File: src/rtl/raster_stamp_queue_if.sv
// Push, pop and CSR-read bundle for the per-warp raster stamp queue.
// The master drives beats and read selects; the slave (queue) answers.
interface raster_stamp_queue_if #(
  parameter int unsigned NUM_WARPS   = 4,
  parameter int unsigned NUM_THREADS = 4,
  parameter int unsigned NUM_LANES   = 4,
  parameter int unsigned POS_BITS    = 15,
  parameter int unsigned NUM_BCOORDS = 3
);
  localparam int unsigned NUM_PIDS = NUM_THREADS / NUM_LANES;
  localparam int unsigned NUM_CSRS = 1 + NUM_BCOORDS;
  localparam int unsigned WID_W    = (NUM_WARPS > 1) ? $clog2(NUM_WARPS) : 1;
  localparam int unsigned PID_W    = (NUM_PIDS > 1) ? $clog2(NUM_PIDS) : 1;
  localparam int unsigned CSR_W    = (NUM_CSRS > 1) ? $clog2(NUM_CSRS) : 1;

  logic                              push_valid;
  logic                              push_ready;
  logic [WID_W-1:0]                  push_wid;
  logic [PID_W-1:0]                  push_pid;
  logic [NUM_LANES-1:0]              push_tmask;
  logic [NUM_LANES*POS_BITS-1:0]     push_pos_x;
  logic [NUM_LANES*POS_BITS-1:0]     push_pos_y;
  logic [NUM_LANES*4-1:0]            push_mask;
  logic [NUM_LANES*NUM_BCOORDS*32-1:0] push_bcoords;
  logic                              pop_valid;
  logic [WID_W-1:0]                  pop_wid;
  logic [WID_W-1:0]                  read_wid;
  logic [PID_W-1:0]                  read_pid;
  logic [CSR_W-1:0]                  read_addr;
  logic [NUM_LANES*32-1:0]           read_data;
  logic                              read_valid;

  modport master (
    output push_valid, push_wid, push_pid, push_tmask, push_pos_x, push_pos_y,
           push_mask, push_bcoords, pop_valid, pop_wid, read_wid, read_pid, read_addr,
    input  push_ready, read_data, read_valid
  );

  modport slave (
    input  push_valid, push_wid, push_pid, push_tmask, push_pos_x, push_pos_y,
           push_mask, push_bcoords, pop_valid, pop_wid, read_wid, read_pid, read_addr,
    output push_ready, read_data, read_valid
  );
endinterface

File: src/rtl/raster_stamp_queue.sv
// Per-warp ring of DEPTH stamp batches: filled lane-group by lane-group in pid
// order, read combinationally at the head, retired by explicit pop.
module raster_stamp_queue #(
  parameter int unsigned NUM_WARPS   = 4,
  parameter int unsigned NUM_THREADS = 4,
  parameter int unsigned NUM_LANES   = 4,
  parameter int unsigned DEPTH       = 2,
  parameter int unsigned POS_BITS    = 15,
  parameter int unsigned NUM_BCOORDS = 3
) (
  input  logic                 clk,
  input  logic                 reset,
  raster_stamp_queue_if.slave  bus,
  output logic [NUM_WARPS-1:0] warp_empty,
  output logic [NUM_WARPS-1:0] warp_full,
  output logic                 err_order,
  output logic                 err_underflow
);
  localparam int unsigned NUM_PIDS = NUM_THREADS / NUM_LANES;
  localparam int unsigned NUM_CSRS = 1 + NUM_BCOORDS;
  localparam int unsigned WID_W    = (NUM_WARPS > 1) ? $clog2(NUM_WARPS) : 1;
  localparam int unsigned PID_W    = (NUM_PIDS > 1) ? $clog2(NUM_PIDS) : 1;
  localparam int unsigned PTR_W    = (DEPTH > 1) ? $clog2(DEPTH) : 1;
  localparam int unsigned CNT_W    = $clog2(DEPTH + 1);
  localparam int unsigned PM_W     = 2 * POS_BITS + 4;
  localparam int unsigned STAMP_W  = PM_W + 32 * NUM_BCOORDS;

  // Stamp layout: {bcoords[NUM_BCOORDS-1..0], pos_y, pos_x, mask}
  typedef logic [STAMP_W-1:0] stamp_t;

  stamp_t           mem     [NUM_WARPS][DEPTH][NUM_PIDS][NUM_LANES];
  logic [CNT_W-1:0] count_q [NUM_WARPS];
  logic [CNT_W-1:0] count_d [NUM_WARPS];
  logic [PTR_W-1:0] head_q  [NUM_WARPS];
  logic [PTR_W-1:0] head_d  [NUM_WARPS];
  logic [PTR_W-1:0] tail_q  [NUM_WARPS];
  logic [PTR_W-1:0] tail_d  [NUM_WARPS];
  logic [PID_W-1:0] fill_q  [NUM_WARPS];
  logic [PID_W-1:0] fill_d  [NUM_WARPS];

  logic                 ready;
  logic                 push_fire;
  logic                 pid_ok;
  logic                 commit;
  logic [NUM_WARPS-1:0] commit_w;
  logic [NUM_WARPS-1:0] pop_w;
  stamp_t               rd_stamp;
  logic [31:0]          rd_word;

  function automatic logic [PTR_W-1:0] ptr_inc(input logic [PTR_W-1:0] p);
    return (p == PTR_W'(DEPTH - 1)) ? '0 : p + 1'b1;
  endfunction

  always_comb begin
    ready     = count_q[bus.push_wid] != CNT_W'(DEPTH);
    push_fire = bus.push_valid && ready;
    pid_ok    = bus.push_pid == fill_q[bus.push_wid];
    commit    = push_fire && pid_ok && (bus.push_pid == PID_W'(NUM_PIDS - 1));
    bus.push_ready = ready;
  end

  always_comb begin
    for (int unsigned w = 0; w < NUM_WARPS; w++) begin
      commit_w[w] = commit && (bus.push_wid == WID_W'(w));
      pop_w[w]    = bus.pop_valid && (bus.pop_wid == WID_W'(w)) && (count_q[w] != '0);
      fill_d[w]   = fill_q[w];
      if (push_fire && pid_ok && (bus.push_wid == WID_W'(w)))
        fill_d[w] = commit ? '0 : fill_q[w] + 1'b1;
      tail_d[w]  = commit_w[w] ? ptr_inc(tail_q[w]) : tail_q[w];
      head_d[w]  = pop_w[w] ? ptr_inc(head_q[w]) : head_q[w];
      count_d[w] = count_q[w] + CNT_W'(commit_w[w]) - CNT_W'(pop_w[w]);
      warp_empty[w] = count_q[w] == '0;
      warp_full[w]  = count_q[w] == CNT_W'(DEPTH);
    end
  end

  always_ff @(posedge clk or negedge reset) begin
    if (!reset) begin
      for (int unsigned w = 0; w < NUM_WARPS; w++) begin
        count_q[w] <= '0;
        head_q[w]  <= '0;
        tail_q[w]  <= '0;
        fill_q[w]  <= '0;
      end
      err_order     <= 1'b0;
      err_underflow <= 1'b0;
    end else begin
      for (int unsigned w = 0; w < NUM_WARPS; w++) begin
        count_q[w] <= count_d[w];
        head_q[w]  <= head_d[w];
        tail_q[w]  <= tail_d[w];
        fill_q[w]  <= fill_d[w];
      end
      err_order     <= err_order | (push_fire && !pid_ok);
      err_underflow <= err_underflow | (bus.pop_valid && (count_q[bus.pop_wid] == '0));
    end
  end

  // Stamp storage carries no reset; inactive lanes are stored as zero stamps.
  always_ff @(posedge clk) begin
    if (push_fire && pid_ok) begin
      for (int unsigned i = 0; i < NUM_LANES; i++) begin
        mem[bus.push_wid][tail_q[bus.push_wid]][bus.push_pid][i] <= bus.push_tmask[i] ?
          {bus.push_bcoords[i*NUM_BCOORDS*32 +: NUM_BCOORDS*32],
           bus.push_pos_y[i*POS_BITS +: POS_BITS],
           bus.push_pos_x[i*POS_BITS +: POS_BITS],
           bus.push_mask[i*4 +: 4]} : '0;
      end
    end
  end

  // Head view uses registered count, so a batch committing this cycle is not yet visible.
  always_comb begin
    bus.read_valid = count_q[bus.read_wid] != '0;
    bus.read_data  = '0;
    rd_stamp       = '0;
    rd_word        = '0;
    for (int unsigned i = 0; i < NUM_LANES; i++) begin
      rd_stamp = mem[bus.read_wid][head_q[bus.read_wid]][bus.read_pid][i];
      rd_word  = '0;
      if (bus.read_addr == '0)
        rd_word = 32'(rd_stamp[PM_W-1:0]);
      else if (32'(bus.read_addr) < NUM_CSRS)
        rd_word = rd_stamp[PM_W + 32*(32'(bus.read_addr) - 1) +: 32];
      if (bus.read_valid)
        bus.read_data[i*32 +: 32] = rd_word;
    end
  end
endmodule

File: src/flat_wrapper.sv
// flat-port wrapper written by rule: the top's interface ports become plain ports
module raster_stamp_queue_flat 
#(
  parameter int unsigned NUM_WARPS   = 4,
  parameter int unsigned NUM_THREADS = 4,
  parameter int unsigned NUM_LANES   = 4,
  parameter int unsigned DEPTH       = 2,
  parameter int unsigned POS_BITS    = 15,
  parameter int unsigned NUM_BCOORDS = 3
)
  (clk, reset, warp_empty, warp_full, err_order, err_underflow, bus_push_valid, bus_push_wid, bus_push_pid, bus_push_tmask, bus_push_pos_x, bus_push_pos_y, bus_push_mask, bus_push_bcoords, bus_pop_valid, bus_pop_wid, bus_read_wid, bus_read_pid, bus_read_addr, bus_push_ready, bus_read_data, bus_read_valid);
  raster_stamp_queue_if #(.NUM_WARPS(NUM_WARPS), .NUM_THREADS(NUM_THREADS), .NUM_LANES(NUM_LANES), .POS_BITS(POS_BITS), .NUM_BCOORDS(NUM_BCOORDS)) bus_i ();
  input  logic clk;
  input  logic reset;
  output logic [NUM_WARPS-1:0] warp_empty;
  output logic [NUM_WARPS-1:0] warp_full;
  output logic err_order;
  output logic err_underflow;
  input wire logic [$bits(bus_i.push_valid)-1:0] bus_push_valid;
  input wire logic [$bits(bus_i.push_wid)-1:0] bus_push_wid;
  input wire logic [$bits(bus_i.push_pid)-1:0] bus_push_pid;
  input wire logic [$bits(bus_i.push_tmask)-1:0] bus_push_tmask;
  input wire logic [$bits(bus_i.push_pos_x)-1:0] bus_push_pos_x;
  input wire logic [$bits(bus_i.push_pos_y)-1:0] bus_push_pos_y;
  input wire logic [$bits(bus_i.push_mask)-1:0] bus_push_mask;
  input wire logic [$bits(bus_i.push_bcoords)-1:0] bus_push_bcoords;
  input wire logic [$bits(bus_i.pop_valid)-1:0] bus_pop_valid;
  input wire logic [$bits(bus_i.pop_wid)-1:0] bus_pop_wid;
  input wire logic [$bits(bus_i.read_wid)-1:0] bus_read_wid;
  input wire logic [$bits(bus_i.read_pid)-1:0] bus_read_pid;
  input wire logic [$bits(bus_i.read_addr)-1:0] bus_read_addr;
  output wire logic [$bits(bus_i.push_ready)-1:0] bus_push_ready;
  output wire logic [$bits(bus_i.read_data)-1:0] bus_read_data;
  output wire logic [$bits(bus_i.read_valid)-1:0] bus_read_valid;
  assign bus_i.push_valid = bus_push_valid;
  assign bus_i.push_wid = bus_push_wid;
  assign bus_i.push_pid = bus_push_pid;
  assign bus_i.push_tmask = bus_push_tmask;
  assign bus_i.push_pos_x = bus_push_pos_x;
  assign bus_i.push_pos_y = bus_push_pos_y;
  assign bus_i.push_mask = bus_push_mask;
  assign bus_i.push_bcoords = bus_push_bcoords;
  assign bus_i.pop_valid = bus_pop_valid;
  assign bus_i.pop_wid = bus_pop_wid;
  assign bus_i.read_wid = bus_read_wid;
  assign bus_i.read_pid = bus_read_pid;
  assign bus_i.read_addr = bus_read_addr;
  assign bus_push_ready = bus_i.push_ready;
  assign bus_read_data = bus_i.read_data;
  assign bus_read_valid = bus_i.read_valid;
  raster_stamp_queue #(.NUM_WARPS(NUM_WARPS), .NUM_THREADS(NUM_THREADS), .NUM_LANES(NUM_LANES), .DEPTH(DEPTH), .POS_BITS(POS_BITS), .NUM_BCOORDS(NUM_BCOORDS)) u_core (.clk(clk), .reset(reset), .bus(bus_i), .warp_empty(warp_empty), .warp_full(warp_full), .err_order(err_order), .err_underflow(err_underflow));
endmodule
File: config.mk
export PLATFORM = sky130hd
export DESIGN_NAME = raster_stamp_queue_flat
export DESIGN_NICKNAME = d
export VERILOG_FILES = /design/src/rtl/raster_stamp_queue_if.sv /design/src/rtl/raster_stamp_queue.sv /design/src/flat_wrapper.sv
export SDC_FILE = /design/constraint.sdc
export NUM_CORES = 2
export LEC_CHECK = 0
export BUFFER_PORTS_ARGS = -buffer_cell sky130_fd_sc_hd__buf_4
export CORE_UTILIZATION = 30
export DETAILED_ROUTE_END_ITERATION = 7
export GPL_ROUTABILITY_DRIVEN = 1
export PLACE_DENSITY = 0.43
export SETUP_SLACK_MARGIN = 0.2
export SLEW_MARGIN = 20
export SYNTH_ARGS = -nofsm -noshare
export SYNTH_HDL_FRONTEND = slang
export SYNTH_MEMORY_MAX_BITS = 65536
export SYNTH_SLANG_ARGS = --single-unit
File: constraint.sdc
create_clock -name clk -period 25.1 [get_ports clk]
set_input_delay 3.765 -clock clk [delete_from_list [all_inputs] [get_ports clk]]
set_output_delay 3.765 -clock clk [all_outputs]
set_load 0.01 [all_outputs]
==> impl_metrics.json <==
{
  "status": "finished clean",
  "skew_ps": 97.7,
  "fill_cells": 53119,
  "fin_util": 0.354,
  "syn_to_final_growth_pct": 17.1,
  "gr-usage-met2": 0.367,
  "cts_resized": 0,
  "post-cts-setup-buffers": 0,
  "grt_setup_unrepaired": "false",
  "vias": 92314,
  "gr-usage-all-layers": 0.227,
  "tns_ps": 0,
  "final_design_area_no_fill_mm2": 0.202,
  "layout_commonest_cell": "edfxtp_1",
  "crit_path_max_fanout": 122,
  "maxCapViolCount": 0,
  "period_share": 0.595,
  "met1_usage": 0.314,
  "critPathSlowestCell": "o31ai_1",
  "start_kind": "input pin",
  "vias_per_cell": 5.35,
  "cp_top_family": "buffers and inverters",
  "numCtsBuffers": 463,
  "grt.busiest_layer": "met2",
  "start_util": 0.302,
  "crit_required_ps": 21330,
  "placeableCoreArea_mm2": 0.570,
  "ys_warn_count": 0,
  "grt_pass1_wl_um": 881000,
  "synth_fp_nets": 8891,
  "ir_drop_mv": 0.0828,
  "gp_congestion": 0.749,
  "fin_hold_ws_ps": 468,
  "die_h_um": 760,
  "syn_inst": 8342,
  "cts.sink_count": 4182,
  "maxSlewViolCount": 0,
  "p_leak_nw": 70.4,
  "worst_pin_slew_ps": 1360,
  "final_cell_mix": "edfxtp_1, mux4_2, buf_4, mux2i_1, nand2_1",
  "setup_viol": 0,
  "cp_num_buf_inv": 9,
  "max_freq_ghz": 0.0669,
  "cp_common_cell": "buf_4",
  "powerDensity_mw_per_mm2": 89.0,
  "hold_viol": 0,
  "htreeDepth": 5,
  "path_cells": "buf_8 -> buf_4 -> buf_12 -> buf_4 -> buf_4 -> buf_12 -> buf_6 -> buf_4 -> mux4_2 -> mux2_1 -> o22ai_1 -> o31ai_1 -> buf_4",
  "cpPeakStageDelay_ps": 1080,
  "ys_seq_area_frac": 0.729,
  "critPathCaptureType": "output pin",
  "max_slew_margin": 0.0883,
  "dieArea_mm2": 0.577,
  "hp-class": "register to register",
  "clock_latency_ps": 1060,
  "io_buffers": 676,
  "syn-cell-area_mm2": 0.172,
  "final_nets": 9819,
  "grt_max_degree": 123,
  "crit_arrival_ps": 11180,
  "clk_pin_slew_ps": 60,
  "grt_overflow": 0,
  "hpwlAfterDp_um": 423000,
  "antenna_found_initial": 126,
  "hold_buffers": 0,
  "critical_path_class": "input pin to output pin",
  "grt_use_met3": 0.0443,
  "first_pass_iters": 5,
  "place_area_mm2": 0.187,
  "wirelength_um": 672000,
  "period_minus_slack_ps": 14940,
  "total_power_mw": 17.9,
  "cts_root_buffer": "clkbuf_16",
  "num_rows": 277,
  "wl_per_cell_um": 38.9,
  "syn-mean-instance-area_um2": 20.6,
  "ioPinCount": 678,
  "synthDistinctLibCells": 36,
  "drtAntennaViolNets": 0,
  "die_w_um": 760,
  "grt_pass1_vias": 93740,
  "clockBufferDepth": 4,
  "yosys_register_bits": 4182,
  "drc": 0,
  "drtIter0Drc": 11536,
  "layout-drive-gt1-share": 0.312,
  "cts_tree": "built"
}
-- layer usage --
layer,routed length [um],vias to the layer above
met1,278000,50930
met4,17900,18
met5,115,-
li1,-,36488
met2,317000,4186
met3,58700,692
-- synthesized netlist by cell type, drive strengths merged --
| cell | instances | area [um2] |
|---|---|---|
| o32ai | 4 | 35.0 |
| dfrtp | 22 | 551 |
| nor4b | 1 | 8.76 |
| nand3 | 118 | 591 |
| and4b | 1 | 10.0 |
| inv | 154 | 578 |
| nand2b | 7 | 43.8 |
| o31a | 1 | 8.76 |
| nor3 | 1 | 5.00 |
| buf | 357 | 2060 |
| nor2 | 15 | 58.8 |
| a21o | 1 | 7.51 |
| nand2 | 526 | 1970 |
| nor2b | 2 | 12.5 |
| ha | 11 | 138 |
| o21bai | 1 | 7.51 |
| o21a | 3 | 22.5 |
| clkbuf | 179 | 672 |
| xnor2 | 9 | 78.8 |
| mux2i | 819 | 8200 |
| mux4 | 1041 | 23400 |
| or2 | 5 | 31.3 |
| xor2 | 4 | 35.0 |
| o31ai | 124 | 931 |
| nand3b | 8 | 60.1 |
| nor3b | 1 | 7.51 |
| nand4 | 6 | 37.5 |
| edfxtp | 4160 | 125000 |
| o22ai | 252 | 1580 |
| mux2 | 509 | 6050 |
-- flip-flops by register name (all words and copies together) (netlist names) --
name                  flops
u_core.err_underflow      1
u_core.fill_q             4
u_core.tail_q             4
u_core.err_order          1
u_core.head_q             4
u_core.count_q            8
u_core.mem             4160
-- metrics by stage --
stage	cells	setup WS, ps
after floorplan	8342	-2540
final	17257	10160
after CTS	17180	10150
after global routing	17183	10060
after global placement	16337	9860
after detailed placement	16337	10130
-- logic make-up after synthesis --
group	after synthesis	synth area share
fa+ha+maj	11	0.000799
mux	2369	0.219
simple gates	691	0.0165
xor+xnor	13	0.000661
buf+inv	690	0.0192
flops	4182	0.729
compound gates	386	0.0150
-- layout make-up --
cell class              count  area, um2  area share
clock inverters           266       2190      0.0109
diodes                     76        190    0.000944
flip-flops and latches   4182     125000       0.622
multi-input cells        3470      43700       0.217
well taps                7533       9430      0.0468
inverters                 154        578     0.00287
clock buffers             577      12100      0.0602
repair buffers            999       7900      0.0392
-- report_power, final --
| group | internal (mW) | switching [mW] | leakage [nW] |
|---|---|---|---|
| sequential | 8.11 | 0.0806 | 38.4 |
| combinational | 1.10 | 2.12 | 25.0 |
| clock | 3.67 | 2.85 | 6.98 |
-- worst register-to-register path: stages, from the launching register on --
cell      delay (ps)
dfrtp_1          390
nand2b_1         250
mux4_2           660
nand4_1          150
buf_4            760
buf_12           750
buf_4            600
buf_4            890
buf_12           680
mux2i_1          740
-- worst paths after layout --
check                      slack, ps                        endpoint  cells past startpoint                      startpoint
hold reg to reg                  470  u_core.err_underflow$_DFF_PN0_                      1  u_core.err_underflow$_DFF_PN0_
max in group asynchronous      22140     u_core.count_q[1]$_DFF_PN0_                      1                           reset
setup / recovery               10160               bus_read_data[77]                     13                 bus_read_wid[1]
min in group asynchronous       2680  u_core.err_underflow$_DFF_PN0_                      1                           reset
setup reg to reg               19010    u_core.mem[0][158]$_DFFE_PP_                      9     u_core.count_q[0]$_DFF_PN0_
hold / removal                   470  u_core.err_underflow$_DFF_PN0_                      1  u_core.err_underflow$_DFF_PN0_
(Power assumes the default switching activity.)
